## config.mk

```make
export PLATFORM = sky130hd
export DESIGN_NAME = pifo_enqueue_ctrl
export DESIGN_NICKNAME = d
export VERILOG_FILES = /design/src/rtl/pifo_pkg.sv /design/src/rtl/axis_reg_slice.sv /design/src/rtl/pifo_enqueue_ctrl.sv
export SDC_FILE = /design/constraint.sdc
export NUM_CORES = 1
export LEC_CHECK = 0
export CAP_MARGIN = 15
export CORE_AREA = 2 2 377 379
export CTS_CLUSTER_SIZE = 10
export DETAILED_ROUTE_END_ITERATION = 7
export DIE_AREA = 0 0 379 381
export SKIP_CTS_REPAIR_TIMING = 1
export SLEW_MARGIN = 30
export SYNTH_ARGS = -nofsm -noshare
export SYNTH_HDL_FRONTEND = slang
export SYNTH_HIERARCHICAL = 1
export SYNTH_SLANG_ARGS = --single-unit
export TNS_END_PERCENT = 20
```

## constraint.sdc

```tcl
create_clock -name axis_aclk -period 4.6 [get_ports axis_aclk]
set_input_delay 0.92 -clock axis_aclk [delete_from_list [all_inputs] [get_ports axis_aclk]]
set_output_delay 0.92 -clock axis_aclk [all_outputs]
set_load 0.005 [all_outputs]
```

## src/rtl/pifo_pkg.sv

```systemverilog
// Shared definitions for the PIFO enqueue path: descriptor layout, FSM states, descriptor builder.
// Latency: n/a (package).
// Backpressure: n/a (package).
package pifo_pkg;

    localparam int PIFO_VALID_BIT = 31;
    localparam int RANK_LSB       = 12;
    localparam int RANK_WIDTH     = 19;
    localparam int RSVD_WIDTH     = 12;
    localparam int DESC_WIDTH     = 1 + RANK_WIDTH + RSVD_WIDTH;

    typedef enum logic [1:0] {
        IDLE = 2'd0,
        FWD  = 2'd1,
        DROP = 2'd2
    } state_t;

    // Descriptor = {valid, rank, reserved zeros}; the rank must already be clamped.
    function automatic logic [DESC_WIDTH-1:0] make_pifo_desc(input logic [RANK_WIDTH-1:0] rank);
        logic [DESC_WIDTH-1:0] desc;
        desc                         = '0;
        desc[PIFO_VALID_BIT]         = 1'b1;
        desc[RANK_LSB +: RANK_WIDTH] = rank;
        return desc;
    endfunction

endpackage

```

## src/rtl/axis_reg_slice.sv

```systemverilog
// One-stage registered output slice for a valid/ready stream.
// Latency: 1 cycle from in_vld to out_vld.
// Backpressure: out_dat held while out_vld && !out_rdy; caller only loads when !out_vld || out_rdy.
//
// Ports: clk/rst_n (sync active-low), in_vld/in_dat load strobe and payload,
//        out_vld/out_dat registered beat, out_rdy downstream accept.
module axis_reg_slice #(
    parameter int W = 32
) (
    input  logic         clk,
    input  logic         rst_n,
    input  logic         in_vld,
    input  logic [W-1:0] in_dat,
    input  logic         out_rdy,
    output logic         out_vld,
    output logic [W-1:0] out_dat
);

    always_ff @(posedge clk) begin
        if (!rst_n) begin
            out_vld <= 1'b0;
            out_dat <= '0;
        end else if (in_vld) begin
            out_vld <= 1'b1;
            out_dat <= in_dat;
        end else if (out_rdy) begin
            // Data is left in place once consumed; only the valid flag drops.
            out_vld <= 1'b0;
        end
    end

endmodule

```

## src/rtl/pifo_enqueue_ctrl.sv

```systemverilog
// Whole-packet admit/drop at the head beat, PIFO descriptor tagging, admitted/dropped counters.
// Latency: 1 cycle from input accept to m_axis_tvalid.
// Backpressure: s_axis_tready = !out_valid || m_axis_tready in every state, so dropped beats drain at line rate.
//
// Ports: s_axis_* packet input with head-beat rank sideband; m_axis_* registered output with
//        buffer_wr_en, pifo_insert_en and tpifo descriptor; m_is_buffer_almost_full admission input;
//        admitted_count/dropped_count saturating packet counters.
module pifo_enqueue_ctrl #(
    parameter int DATA_WIDTH    = 256,
    parameter int KEEP_WIDTH    = DATA_WIDTH / 8,
    parameter int USER_WIDTH    = 128,
    parameter int RANK_IN_WIDTH = 32,
    parameter int RANK_WIDTH    = 19
) (
    input  logic                     axis_aclk,
    input  logic                     axis_resetn,
    input  logic [DATA_WIDTH-1:0]    s_axis_tdata,
    input  logic [KEEP_WIDTH-1:0]    s_axis_tkeep,
    input  logic [USER_WIDTH-1:0]    s_axis_tuser,
    input  logic                     s_axis_tvalid,
    input  logic                     s_axis_tlast,
    input  logic [RANK_IN_WIDTH-1:0] s_axis_trank,
    output logic                     s_axis_tready,
    output logic [DATA_WIDTH-1:0]    m_axis_tdata,
    output logic [KEEP_WIDTH-1:0]    m_axis_tkeep,
    output logic [USER_WIDTH-1:0]    m_axis_tuser,
    output logic                     m_axis_tlast,
    output logic                     m_axis_tvalid,
    input  logic                     m_axis_tready,
    output logic [31:0]              m_axis_tpifo,
    output logic                     m_axis_buffer_wr_en,
    output logic                     m_axis_pifo_insert_en,
    input  logic                     m_is_buffer_almost_full,
    output logic [31:0]              admitted_count,
    output logic [31:0]              dropped_count
);

    import pifo_pkg::*;

    localparam int PAY_W = DATA_WIDTH + KEEP_WIDTH + USER_WIDTH + 1 + DESC_WIDTH + 1;
    localparam logic [RANK_IN_WIDTH-1:0] RANK_MAX =
        RANK_IN_WIDTH'((64'd1 << RANK_WIDTH) - 64'd1);

    state_t                  state_q;
    state_t                  state_d;
    logic [DESC_WIDTH-1:0]   desc_q;
    logic [DESC_WIDTH-1:0]   head_desc;
    logic [DESC_WIDTH-1:0]   beat_desc;
    logic [RANK_WIDTH-1:0]   rank_clamped;
    logic                    in_acc;
    logic                    is_head;
    logic                    admit_beat;
    logic                    done_adm;
    logic                    done_drp;
    logic                    out_vld;
    logic                    out_ins;
    logic [PAY_W-1:0]        pay_in;
    logic [PAY_W-1:0]        pay_out;

    // Reset gates ready so nothing is accepted while the pipeline is being cleared.
    assign s_axis_tready = axis_resetn && (!out_vld || m_axis_tready);
    assign in_acc        = s_axis_tvalid && s_axis_tready;

    assign rank_clamped = (s_axis_trank > RANK_MAX) ? RANK_MAX[RANK_WIDTH-1:0]
                                                    : s_axis_trank[RANK_WIDTH-1:0];
    assign head_desc    = make_pifo_desc(rank_clamped);
    // Head beat carries its freshly built descriptor; body beats reuse the latched one.
    assign beat_desc    = is_head ? head_desc : desc_q;

    always_comb begin
        state_d    = state_q;
        is_head    = 1'b0;
        admit_beat = 1'b0;
        done_adm   = 1'b0;
        done_drp   = 1'b0;
        unique case (state_q)
            IDLE: begin
                is_head = 1'b1;
                if (in_acc) begin
                    if (!m_is_buffer_almost_full) begin
                        admit_beat = 1'b1;
                        if (s_axis_tlast) done_adm = 1'b1;
                        else              state_d  = FWD;
                    end else begin
                        if (s_axis_tlast) done_drp = 1'b1;
                        else              state_d  = DROP;
                    end
                end
            end
            FWD: begin
                if (in_acc) begin
                    admit_beat = 1'b1;
                    if (s_axis_tlast) begin
                        done_adm = 1'b1;
                        state_d  = IDLE;
                    end
                end
            end
            DROP: begin
                if (in_acc && s_axis_tlast) begin
                    done_drp = 1'b1;
                    state_d  = IDLE;
                end
            end
            default: state_d = IDLE;
        endcase
    end

    always_ff @(posedge axis_aclk) begin
        if (!axis_resetn) begin
            state_q        <= IDLE;
            desc_q         <= '0;
            admitted_count <= '0;
            dropped_count  <= '0;
        end else begin
            state_q <= state_d;
            if (admit_beat && is_head) desc_q <= head_desc;
            if (done_adm && (admitted_count != 32'hFFFF_FFFF)) admitted_count <= admitted_count + 32'd1;
            if (done_drp && (dropped_count  != 32'hFFFF_FFFF)) dropped_count  <= dropped_count  + 32'd1;
        end
    end

    assign pay_in = {s_axis_tdata, s_axis_tkeep, s_axis_tuser, s_axis_tlast, beat_desc, is_head};

    // admit_beat implies in_acc, which implies the slice is free to load.
    axis_reg_slice #(.W(PAY_W)) u_out_slice (
        .clk     (axis_aclk),
        .rst_n   (axis_resetn),
        .in_vld  (admit_beat),
        .in_dat  (pay_in),
        .out_rdy (m_axis_tready),
        .out_vld (out_vld),
        .out_dat (pay_out)
    );

    assign {m_axis_tdata, m_axis_tkeep, m_axis_tuser, m_axis_tlast, m_axis_tpifo, out_ins} = pay_out;
    assign m_axis_tvalid         = out_vld;
    assign m_axis_buffer_wr_en   = out_vld;
    assign m_axis_pifo_insert_en = out_vld && out_ins;

endmodule

```

Word-level counts from Yosys, hierarchy flattened
Cells that the tools add are included.
Storage, ports and cells
  output and inout port bits: 517
  bits of input ports: 454
  word-level logic and storage cells: 56
  bits in latches: 0
  flip-flop bits (word level): 537
  RAM bits: 0
  bits in read-only memories: 0
  memories kept: 0
Cells by class
  divide/modulo/power cells: 0
  bitwise operators: 0
  multipliers: 0
  multiplexer cells: 26
  reduce and logical (&&, ||, !) cells: 12
  $lt $le $gt $ge: 1
  equal/unequal tests: 9
  shift operators: 0
  add/sub/neg operators: 2
Operator list (count)
  32-bit by 1-bit adder with 32-bit output, second input constant: 2
  32-bit != test, second input constant: 2
  32-bit by 19-bit greater-than comparator with 1-bit output, second input constant: 1
  32-bit two-way mux: 1
  19-bit two-way mux: 1
  2-bit two-way mux: 7
  1-bit two-way mux: 13
  2-bit != test, second input constant: 5
  1-bit logical AND: 7
  1-bit one-hot mux with 2 select lines: 3
  2-bit one-hot mux with 3 select lines: 1
  5-bit AND reduction: 1
  2-bit by 1-bit == test with 1-bit output, second input constant: 1
  2-bit == test, second input constant: 1
  2-bit zero test: 1
  2-bit nonzero test: 1
  1-bit zero test: 1
  1-bit logical OR: 1

Longest topological paths before layout
Gate-level depths: netlist (run 1).
  word-level depth: 8
  gate-level depth with buffers: 8
  depth with buffers taken out: 6

Modules after synthesis
The synthesis (run 1) kept the hierarchy.
By module, submodules not included
  axis_reg_slice: instances 1, sequential area each 9028.7 um^2, cells an instance 1453, area each 17127.7 um^2
  pifo_enqueue_ctrl: instances 1, sequential area each 1721.7 um^2, cells an instance 575, area each 4510.6 um^2

Least setup slack after synthesis (run 1)
OpenSTA, ideal clock, no wires.
  path kind: input to register
  start: input port m_axis_tready
  end: register admitted_count[6]
  slack: 2.230 ns
  stages: 7
  arrival time: 2.300 ns
  required time: 4.530 ns
  path buffers: 2
  path through: nand2b_1 -> and4_1 -> buf_4 -> nand2_1 -> clkbuf_1 -> or4_1 -> a21oi_1
Between the ends
  cells in the longest elaborated chain, start to end: 6
  elaborated cells on any way between the ends: 7
  classes of those cells: mux (3); reduce/logical (4)
RTL lines
  start, declared: RTL line pifo_enqueue_ctrl.sv:29  | input logic m_axis_tready,
  1-bit logical OR (*): RTL line pifo_enqueue_ctrl.sv:61  | assign s_axis_tready = axis_resetn && (!out_vld || m_axis_tready);
  1-bit logical AND (*): RTL line pifo_enqueue_ctrl.sv:61
  1-bit logical AND (*): RTL line pifo_enqueue_ctrl.sv:62  | assign in_acc = s_axis_tvalid && s_axis_tready;
  1-bit two-way mux (on tied branches): RTL line pifo_enqueue_ctrl.sv:91, pifo_enqueue_ctrl.sv:79
  1-bit one-hot mux with 2 select lines (*): RTL line pifo_enqueue_ctrl.sv:76  | unique case (state_q)
  1-bit logical AND (*): RTL line pifo_enqueue_ctrl.sv:118  | if (done_adm && (admitted_count != 32'hFFFF_FFFF)) admitted_count <= admitted_count + 32'd1;
  end signal, assigned: RTL line pifo_enqueue_ctrl.sv:118
  end, declared: RTL line pifo_enqueue_ctrl.sv:34  | output logic [31:0] admitted_count,
Every way passes the cells marked *; elsewhere a longest branch is shown, timed or not.
A chain may end at the register's enable or synchronous reset.

Final worst setup path (run 1)
  start: input port m_axis_tready
  end: output port s_axis_tready
Between the ends
  cells in the longest elaborated chain, start to end: 2
RTL lines
  1-bit logical OR: RTL line pifo_enqueue_ctrl.sv:61
  1-bit logical AND: RTL line pifo_enqueue_ctrl.sv:61
  end, declared: RTL line pifo_enqueue_ctrl.sv:23  | output logic s_axis_tready,
Every way passes these cells.

==> metrics.txt, run 1 <==
status finished, final reports clean; clock slew at reported path FFs 0.05 ns; Setup CP Type in -> out; Critical Path AT 2.37 ns; dpl hpwl 82.3 mm; Clock Skew 0.0186 ns; Fin. Hold Viols 0; Worst slew margin 30.7%; Final ANT Viol Nets 0; Worst Path Required 3.68 ns; Area Overhead vs Synth 63.4%; Power, Total 0.0116 W; Int Pwr 0.00872 W; Fmax 304 MHz; Final Non-Filler Cells 4910; Synth Area in XOR/XNOR 0%; worst skew pair latency 0.65 ns; mux share of post-synthesis cell area 21.3%; core area 141000 sq um; YS warnings 6; R2R depth 5; vias 18400; end of the critical path s_axis_tready; RD Place Congestion 0.853; Root Buffer Master clkbuf_16; Adder-Cell Fraction of Synth Area 0.116%; Reg2Reg Setup Slack 1.92 ns; port bufs 970; synth unique cells 45; Syn Inst Count 2028; H-Tree Level Count 3; initial antenna violation count 73; Slew Limit Fails 0; Post-synth EDFFs 0; CTS tree done; clk buf depth 3; MaxCap Viol Count 0; TritonCTS buffer count 69; synthesized flop and latch total 537; reg2reg start dropped_count[8]; P_leak 11.3 nW; top cell type by total area after synthesis dfxtp_1; effective utilization at floorplan 15.4%; Reg-to-Reg End dropped_count[31]; Cell Area, Synth 21600 sq um; GRT Resource Usage Total 13.6%; Vias/cell 3.76; post-synth top area share 49.7%; share of cells above drive strength 1 4.39%; Clk pwr share 45.4%; CP endpoint kind output port; Final period util 71.5%; nets@finish 3422; Synth area leaders dfxtp_1 50%, mux2i_1 21%, nor2b_1 13%, buf_6 1.8%, clkbuf_1 1.3%; register area share after synthesis 49.7%; pin count of the biggest net entering global routing 196; DR pass1 iterations 5; Sequential Power Share 42.5%; DIE WIDTH 379 microns; async set-reset flop share out of synthesis 0%; worst setup path start m_axis_tready; final worst slack 1.31 ns; drt wl/cell 20.8 microns; area of the multi-input gates 9940 sq um; GRT overflow 0; simple-gate share of the synthesized area 19.8%; Hold Path Class reg -> reg; pwr dens 327 nW/um^2; complex-gate fraction of the synthesized area 4.46%; largest family of logic cells by synthesized area multiplexers; Placement Setup Slack 1.17 ns; Placed Cells 4785; maximum vdd drop 0.000245 V; Die H 381 microns; standard-cell row count 138; Reg area 10800 sq um; most frequent cells in the layout 969 x clkdlybuf4s50_1, 537 x dfxtp_1, 460 x mux2i_1; first-pass GRT wire length 140 mm; Slew @ Worst Pin 1.04 ns; commonest non-fill, non-tap cell in the layout clkdlybuf4s50_1; filler instances 15000; RSZ-0062 raised after global routing false; worst-path maximum fanout 4; Sink Count 537; Psw 0.00285 W; most common flop cell mapped by yosys dfxtp_1; critical path launch point type input pin; final setup TNS 0 ns; combinational fraction of design power 12.1%; Remaining DRCs 0; Die ar. 144000 sq um; vias in the first global route 18100; Mean Syn Cell Area 10.7 sq um; minimum clock period 3.29 ns; DRT Wirelength 102 mm; setup violators final 0; Switching Fraction 24.6%; initial DRC count 831; io pins 971
per-layer routing:
metal	share of wire [%]	track usage, %	wire length [microns]	vias to the layer above
met5	0.088	0	90	-
met4	2.6	5.12	2690	14
met3	12	6.84	11800	207
met2	48	22.6	48900	711
met1	38	14.6	38700	8635
li1	-	-	-	8879
power groups by stage:
stage          clock, W  sequential, W  combinational (W)
2_1_floorplan         0        0.00501           0.000533
3_3_place_gp          0        0.00501            0.00141
3_5_place_dp          0        0.00502            0.00142
4_1_cts         0.00546        0.00492            0.00142
5_1_grt         0.00562        0.00494            0.00151
6_report        0.00525        0.00492            0.00140
sequential cells by signal, indices dropped and copies added, names as in the netlist:
signal and cells:
u_out_slice/out_dat 450, admitted_count 32, dropped_count 32, desc_q 20, state_q 2, u_out_slice/out_vld 1
Yosys cell counts (20+ instances only):
master,count
nor2b_1,451
nand3_1,31
nor2_1,56
a211oi_1,20
mux2i_1,460
o31ai_1,36
clkbuf_1,73
a21oi_1,44
o21ai_0,29
nand2_1,58
buf_6,35
dfxtp_1,537
or4_1,36
final cells by class:
type | count | area share [%]
inverter | 14 | 0.149
multi-input combinational | 1347 | 28.1
clock buffer | 96 | 5.40
clock inverter | 14 | 0.708
sequential | 537 | 30.4
tap | 1890 | 6.69
timing repair buffer | 997 | 28.4
antenna | 15 | 0.106
worst min-delay path by stage:
stage,end,cells past startpoint,slack (ns),from
floorplan,desc_q[31],2,0.43,desc_q[31]
global placement,desc_q[31],2,0.45,desc_q[31]
detailed placement,desc_q[31],2,0.46,desc_q[31]
CTS,desc_q[31],2,0.47,desc_q[31]
global route,dropped_count[6],2,0.51,dropped_count[6]
finish,desc_q[31],2,0.47,desc_q[31]
critical path: stages:
cell and delay, ns:
clkdlybuf4s50_1 0.48, nand2b_1 0.18, and2_1 0.18, clkdlybuf4s50_1 0.61
through the flow:
stage	area [sq um]	util [%]	hold WS, ns
4_1_cts	35300	25.1	0.471
5_1_grt	35400	25.2	0.505
2_1_floorplan	21700	-	0.431
3_3_place_gp	33200	23.6	0.446
3_5_place_dp	33200	23.6	0.457
6_report	35400	25.2	0.472
kinds of logic (layout without fill, tap and decap cells):
family,after synthesis,in the layout
other,1,27
adders and majority gates,2,2
buffers and inverters,155,1121
muxes,460,460
and+or+nand+nor,722,722
DFF,537,537
AOI/OAI and AO/OA,151,151
Note: power is estimated with default switching activity, not from simulation.
==> run 2, diff against run 1 <==
CORE_AREA = 2 2 375 377   (was 2 2 377 379)
DIE_AREA = 0 0 377 379   (was 0 0 379 381)
clock period = 2.7 ns   (was 4.6 ns; I/O delays follow)
==> metrics.txt, run 2 (synthesis results as in run 1) <==
status finished, final reports clean (unchanged); max incr delay on CP 0.54 ns (was 0.61 ns); Core Util, Final 25.9% (was 25.2%); Final Non-Filler Cells 4889 (was 4910); Die H 379 microns (was 381 microns); Fmax 417 MHz; GRT overflow 0 (unchanged); core area 139000 sq um (was 141000 sq um); critical path launch point type flop (was input pin); maximum vdd drop 0.000425 V (was 0.000245 V); Sink Count 537 (unchanged); Reg area 10800 sq um (unchanged); initial DRC count 830 (was 831); filler instances 14700 (was 15000); RSZ-0062 raised after global routing false (unchanged); clk buf depth 3 (unchanged); Area Overhead vs Synth 66.3% (was 63.4%); Root Buffer Master clkbuf_16 (unchanged); vias in the first global route 17900 (was 18100); nets@finish 3473 (was 3422); Setup CP Type reg -> out (was in -> out); most frequent cells in the layout 968 x clkdlybuf4s50_1, 537 x dfxtp_1, 460 x mux2i_1 (was 969 x clkdlybuf4s50_1, 537 x dfxtp_1, 460 x mux2i_1); standard-cell row count 137 (was 138); H-Tree Level Count 3 (unchanged); minimum clock period 2.40 ns; clock slew at reported path FFs 0.05 ns (about the same); first-pass GRT wire length 136 mm (was 140 mm); Slew @ Worst Pin 1.00 ns (was 1.04 ns); commonest non-fill, non-tap cell in the layout clkdlybuf4s50_1 (unchanged); drt wl/cell 20.5 microns (was 20.8 microns); pin count of the biggest net entering global routing 182 (was 196); CTS tree done (unchanged); CP endpoint kind output port (unchanged); RD Place Congestion 0.833 (was 0.853); worst skew pair latency 0.64 ns (was 0.65 ns); Critical Path Slowest Stage Cell clkdlybuf4s50_1 (unchanged); port bufs 970 (unchanged); P_leak 11.7 nW (was 11.3 nW); DIE WIDTH 377 microns (was 379 microns); Placed Cells 4750 (was 4785); DRT Wirelength 100 mm (was 102 mm); DR pass1 iterations 5 (unchanged); Worst slew margin 33.2% (was 30.7%); setup violators final 0 (unchanged); pwr dens 573 nW/um^2 (was 327 nW/um^2); io pins 971 (unchanged); worst setup path start u_out_slice/out_vld (was m_axis_tready); Final period util 88.9%; Hold Startpoint axis_resetn (was desc_q[31]); max reg flops 450 (unchanged); Die ar. 143000 sq um (was 144000 sq um); share of cells above drive strength 1 6.13% (was 4.39%); Clock Skew 0.0178 ns (was 0.0186 ns); Hold Path Class in -> reg (was reg -> reg); area of the multi-input gates 9940 sq um (about the same); Largest Register u_out_slice/out_dat (unchanged); worst path cell trace and2_1 -> clkdlybuf4s50_1 (was clkdlybuf4s50_1 -> nand2b_1 -> and2_1 -> clkdlybuf4s50_1); Crit path max-delay family buffers and inverters (unchanged); dpl hpwl 79.9 mm (was 82.3 mm); GRT Resource Usage Total 13.2% (was 13.6%); Worst Path Buf+Inv 1 (was 2); worst-path maximum fanout 5 (was 4); Remaining DRCs 0 (unchanged); Largest regs u_out_slice/out_dat x450, admitted_count x32, dropped_count x32 (unchanged); Slew Limit Fails 0 (unchanged); Critical Path AT 1.86 ns (was 2.37 ns); Worst Path Required 2.16 ns (was 3.68 ns); MaxCap Viol Count 0 (unchanged); final hold slack 0.233 ns (was 0.472 ns); reg2reg start dropped_count[24] (was dropped_count[8]); Fin. Hold Viols 0 (unchanged); vias 18300 (was 18400); Vias/cell 3.75 (was 3.76); Final ANT Viol Nets 0 (unchanged); effective utilization at floorplan 15.6% (was 15.4%); TritonCTS buffer count 72 (was 69); initial antenna violation count 45 (was 73)
run 2: layer usage:
metal / vias up / share of wire, % / GRT usage (%) / wire length [microns]
met4: 10 / 2.7 / 4.35 / 2660
met5: - / 0.057 / 0 / 57
met3: 160 / 10 / 6.18 / 10200
met2: 659 / 47 / 21.8 / 47400
li1: 8987 / - / - / -
met1: 8508 / 40 / 15.1 / 39600
run 2: path summary, 6_finish.rpt:
path | slack (ns) | endpoint | cells after the start
min | 0.23 | u_out_slice/out_dat[27] | 2
max | 0.30 | m_axis_pifo_insert_en | 2
min reg2reg | 0.46 | desc_q[31] | 2
max reg2reg | 0.48 | dropped_count[4] | 5
run 2: per-stage QoR:
step	total power (W)	setup TNS, ns	instance area (sq um)	setup slack [ns]
detailed placement	0.0110	-0.744	33600	-0.0688
global placement	0.0110	-0.698	33600	-0.0848
global route	0.0215	0	36000	0.187
floorplan	0.00945	0	21700	0.710
CTS	0.0211	0	35900	0.167
finish	0.0206	0	36000	0.300
run 2: layout make-up:
| type | instances | share of cell area, % |
|---|---|---|
| sequential | 537 | 29.9 |
| timing repair buffer | 1045 | 29.4 |
| multi-input combinational | 1347 | 27.6 |
| tap | 1807 | 6.28 |
| clock buffer | 104 | 5.57 |
| clock inverter | 20 | 0.988 |
| inverter | 14 | 0.146 |
| antenna | 15 | 0.104 |
run 2: power breakdown:
group          leakage [nW]  total [W]  switching, W  internal, W
registers              4.36    0.00838      0.000168      0.00822
logic                  6.17    0.00246      0.000929      0.00154
clock network          1.14    0.00976       0.00383      0.00593
==> run 3, diff against run 2 <==
PLACE_DENSITY_LB_ADDON = 0.2   (was default)
==> metrics.txt, run 3 (synthesis results as in run 1) <==
Largest regs u_out_slice/out_dat x450, admitted_count x32, dropped_count x32 (unchanged); minimum clock period 2.47 ns (was 2.40 ns); Placed Cells 4748 (was 4750); most frequent cells in the layout 969 x clkdlybuf4s50_1, 537 x dfxtp_1, 460 x mux2i_1 (was 968 x clkdlybuf4s50_1, 537 x dfxtp_1, 460 x mux2i_1); GRT overflow 0 (unchanged); io pins 971 (unchanged); share of cells above drive strength 1 6.54% (was 6.13%); effective utilization at floorplan 15.6% (unchanged); setup violators final 0 (unchanged); P_leak 11.8 nW (was 11.7 nW); Area Overhead vs Synth 66.7% (was 66.3%); Worst Path Required 2.16 ns (about the same); placed cell areas 33500 sq um (was 33600 sq um); pwr dens 579 nW/um^2 (was 573 nW/um^2); Crit path top cell by count clkdlybuf4s50_1; CTS tree done (unchanged); Fin. Hold Viols 0 (unchanged); Critical Path AT 1.93 ns (was 1.86 ns); CP endpoint kind output port (unchanged); Largest Register u_out_slice/out_dat (unchanged); Slew Limit Fails 0 (unchanged); Fmax 404 MHz (was 417 MHz); worst path cell trace clkdlybuf4s50_1 -> nand2b_1 -> and2_1 -> clkdlybuf4s50_1 (was and2_1 -> clkdlybuf4s50_1); nets@finish 3474 (was 3473); Sink Count 537 (unchanged); met2 usage 21.5% (was 21.8%); max incr delay on CP 0.53 ns (was 0.54 ns); maximum vdd drop 0.000424 V (was 0.000425 V); initial DRC count 609 (was 830); GR Util met3 6.06% (was 6.18%); vias 17900 (was 18300); Hold Path Class in -> reg (unchanged); H-Tree Level Count 3 (unchanged); Root Buffer Master clkbuf_16 (unchanged); worst skew pair latency 0.64 ns (about the same); Worst Path Buf+Inv 2 (was 1); Slew @ Worst Pin 0.928 ns (was 1.00 ns); Critical Path Slowest Stage Cell clkdlybuf4s50_1 (unchanged); area of the multi-input gates 9940 sq um (unchanged); Setup CP Type in -> out (was reg -> out); GRT Resource Usage Total 12.6% (was 13.2%); RD Place Congestion 0.744 (was 0.833); design area 36100 sq um (was 36000 sq um); Final period util 91.6% (was 88.9%); final setup TNS 0 ns (unchanged); MaxCap Viol Count 0 (unchanged); status finished, final reports clean (unchanged); Remaining DRCs 0 (unchanged); DR pass1 iterations 6 (was 5); Vias/cell 3.67 (was 3.75); Worst slew margin 38.1% (was 33.2%); Die H 379 microns (unchanged); Final ANT Viol Nets 0 (unchanged); initial antenna violation count 28 (was 45); Reg area 10800 sq um (unchanged); Die ar. 143000 sq um (unchanged); met1 Resource Use GR 13.6% (was 15.1%); Clock Skew 0.0136 ns (was 0.0178 ns); clk buf depth 3 (unchanged); DRT Wirelength 95.2 mm (was 100 mm); Placement Setup Slack 0.0281 ns (was -0.0688 ns); pin count of the biggest net entering global routing 169 (was 182); dpl hpwl 73.2 mm (was 79.9 mm); filler instances 14800 (was 14700); DIE WIDTH 377 microns (unchanged); worst-path maximum fanout 4 (was 5); standard-cell row count 137 (unchanged); RSZ-0062 raised after global routing false (unchanged); commonest non-fill, non-tap cell in the layout clkdlybuf4s50_1 (unchanged); max reg flops 450 (unchanged); global routing's busiest layer met2 (unchanged); port bufs 970 (unchanged); core area 139000 sq um (unchanged); drt wl/cell 19.5 microns (was 20.5 microns); Crit path max-delay family buffers and inverters (unchanged); first-pass GRT wire length 131 mm (was 136 mm); critical path launch point type input pin (was flop); vias in the first global route 18200 (was 17900); clock slew at reported path FFs 0.06 ns (was 0.05 ns); final worst slack 0.227 ns (was 0.300 ns); Final Non-Filler Cells 4891 (was 4889); TritonCTS buffer count 75 (was 72)
run 3: changes by cell type in the layout (fill, tap and decap cells not counted), sizes merged:
cell and change:
inv -3, bufinv -4, clkbuf +9, clkinv +7
clkdlybuf4s50 +1, clkinvlp -1, buf -3, diode -4
run 3: final timing paths:
| kind | slack [ns] | from | cells after the start | to |
|---|---|---|---|---|
| setup / recovery | 0.23 | m_axis_tready | 4 | s_axis_tready |
| hold / removal | 0.21 | axis_resetn | 3 | admitted_count[5] |
| setup reg to reg | 0.41 | dropped_count[0] | 7 | dropped_count[28] |
| hold reg to reg | 0.46 | desc_q[31] | 2 | desc_q[31] |
run 3: worst min-delay path: cells and delay by family:
kind	cells	cell delay, ns
buffers and inverters	1	0.14
and+or+nand+nor	1	0.07
muxes	1	0.05
run 3: final cells by class:
cell class                      count  share of cell area [%]
Antenna cell                       11                  0.0763
Timing Repair Buffer             1043                    29.2
Inverter                           14                   0.146
Multi-Input combinational cell   1347                    27.5
Clock buffer                      113                    6.27
Clock inverter                     19                   0.655
Sequential cell                   537                    29.8
Tap cell                         1807                    6.27
run 3: where the power goes:
part,total [W],switching [W],internal [W]
combinational,0.00242,0.000887,0.00153
sequential,0.00837,0.000158,0.00822
clock,0.0101,0.00393,0.00616
run 3: per-layer routing:
layer	share of wire, %	vias to the layer above
li1	-	8981
met1	38	8189
met2	49	636
met3	10	125
met4	2.4	8
met5	0.061	-
run 3: metrics by stage:
| step | hold slack, ns | power (W) | utilization [%] |
|---|---|---|---|
| 5_1_grt | 0.151 | 0.0219 | 26.0 |
| 6_report | 0.207 | 0.0209 | 26.0 |
| 3_5_place_dp | 0.453 | 0.0110 | 24.2 |
| 4_1_cts | 0.120 | 0.0214 | 26.0 |
| 3_3_place_gp | 0.441 | 0.0110 | 24.2 |
| 2_1_floorplan | 0.431 | 0.00945 | - |
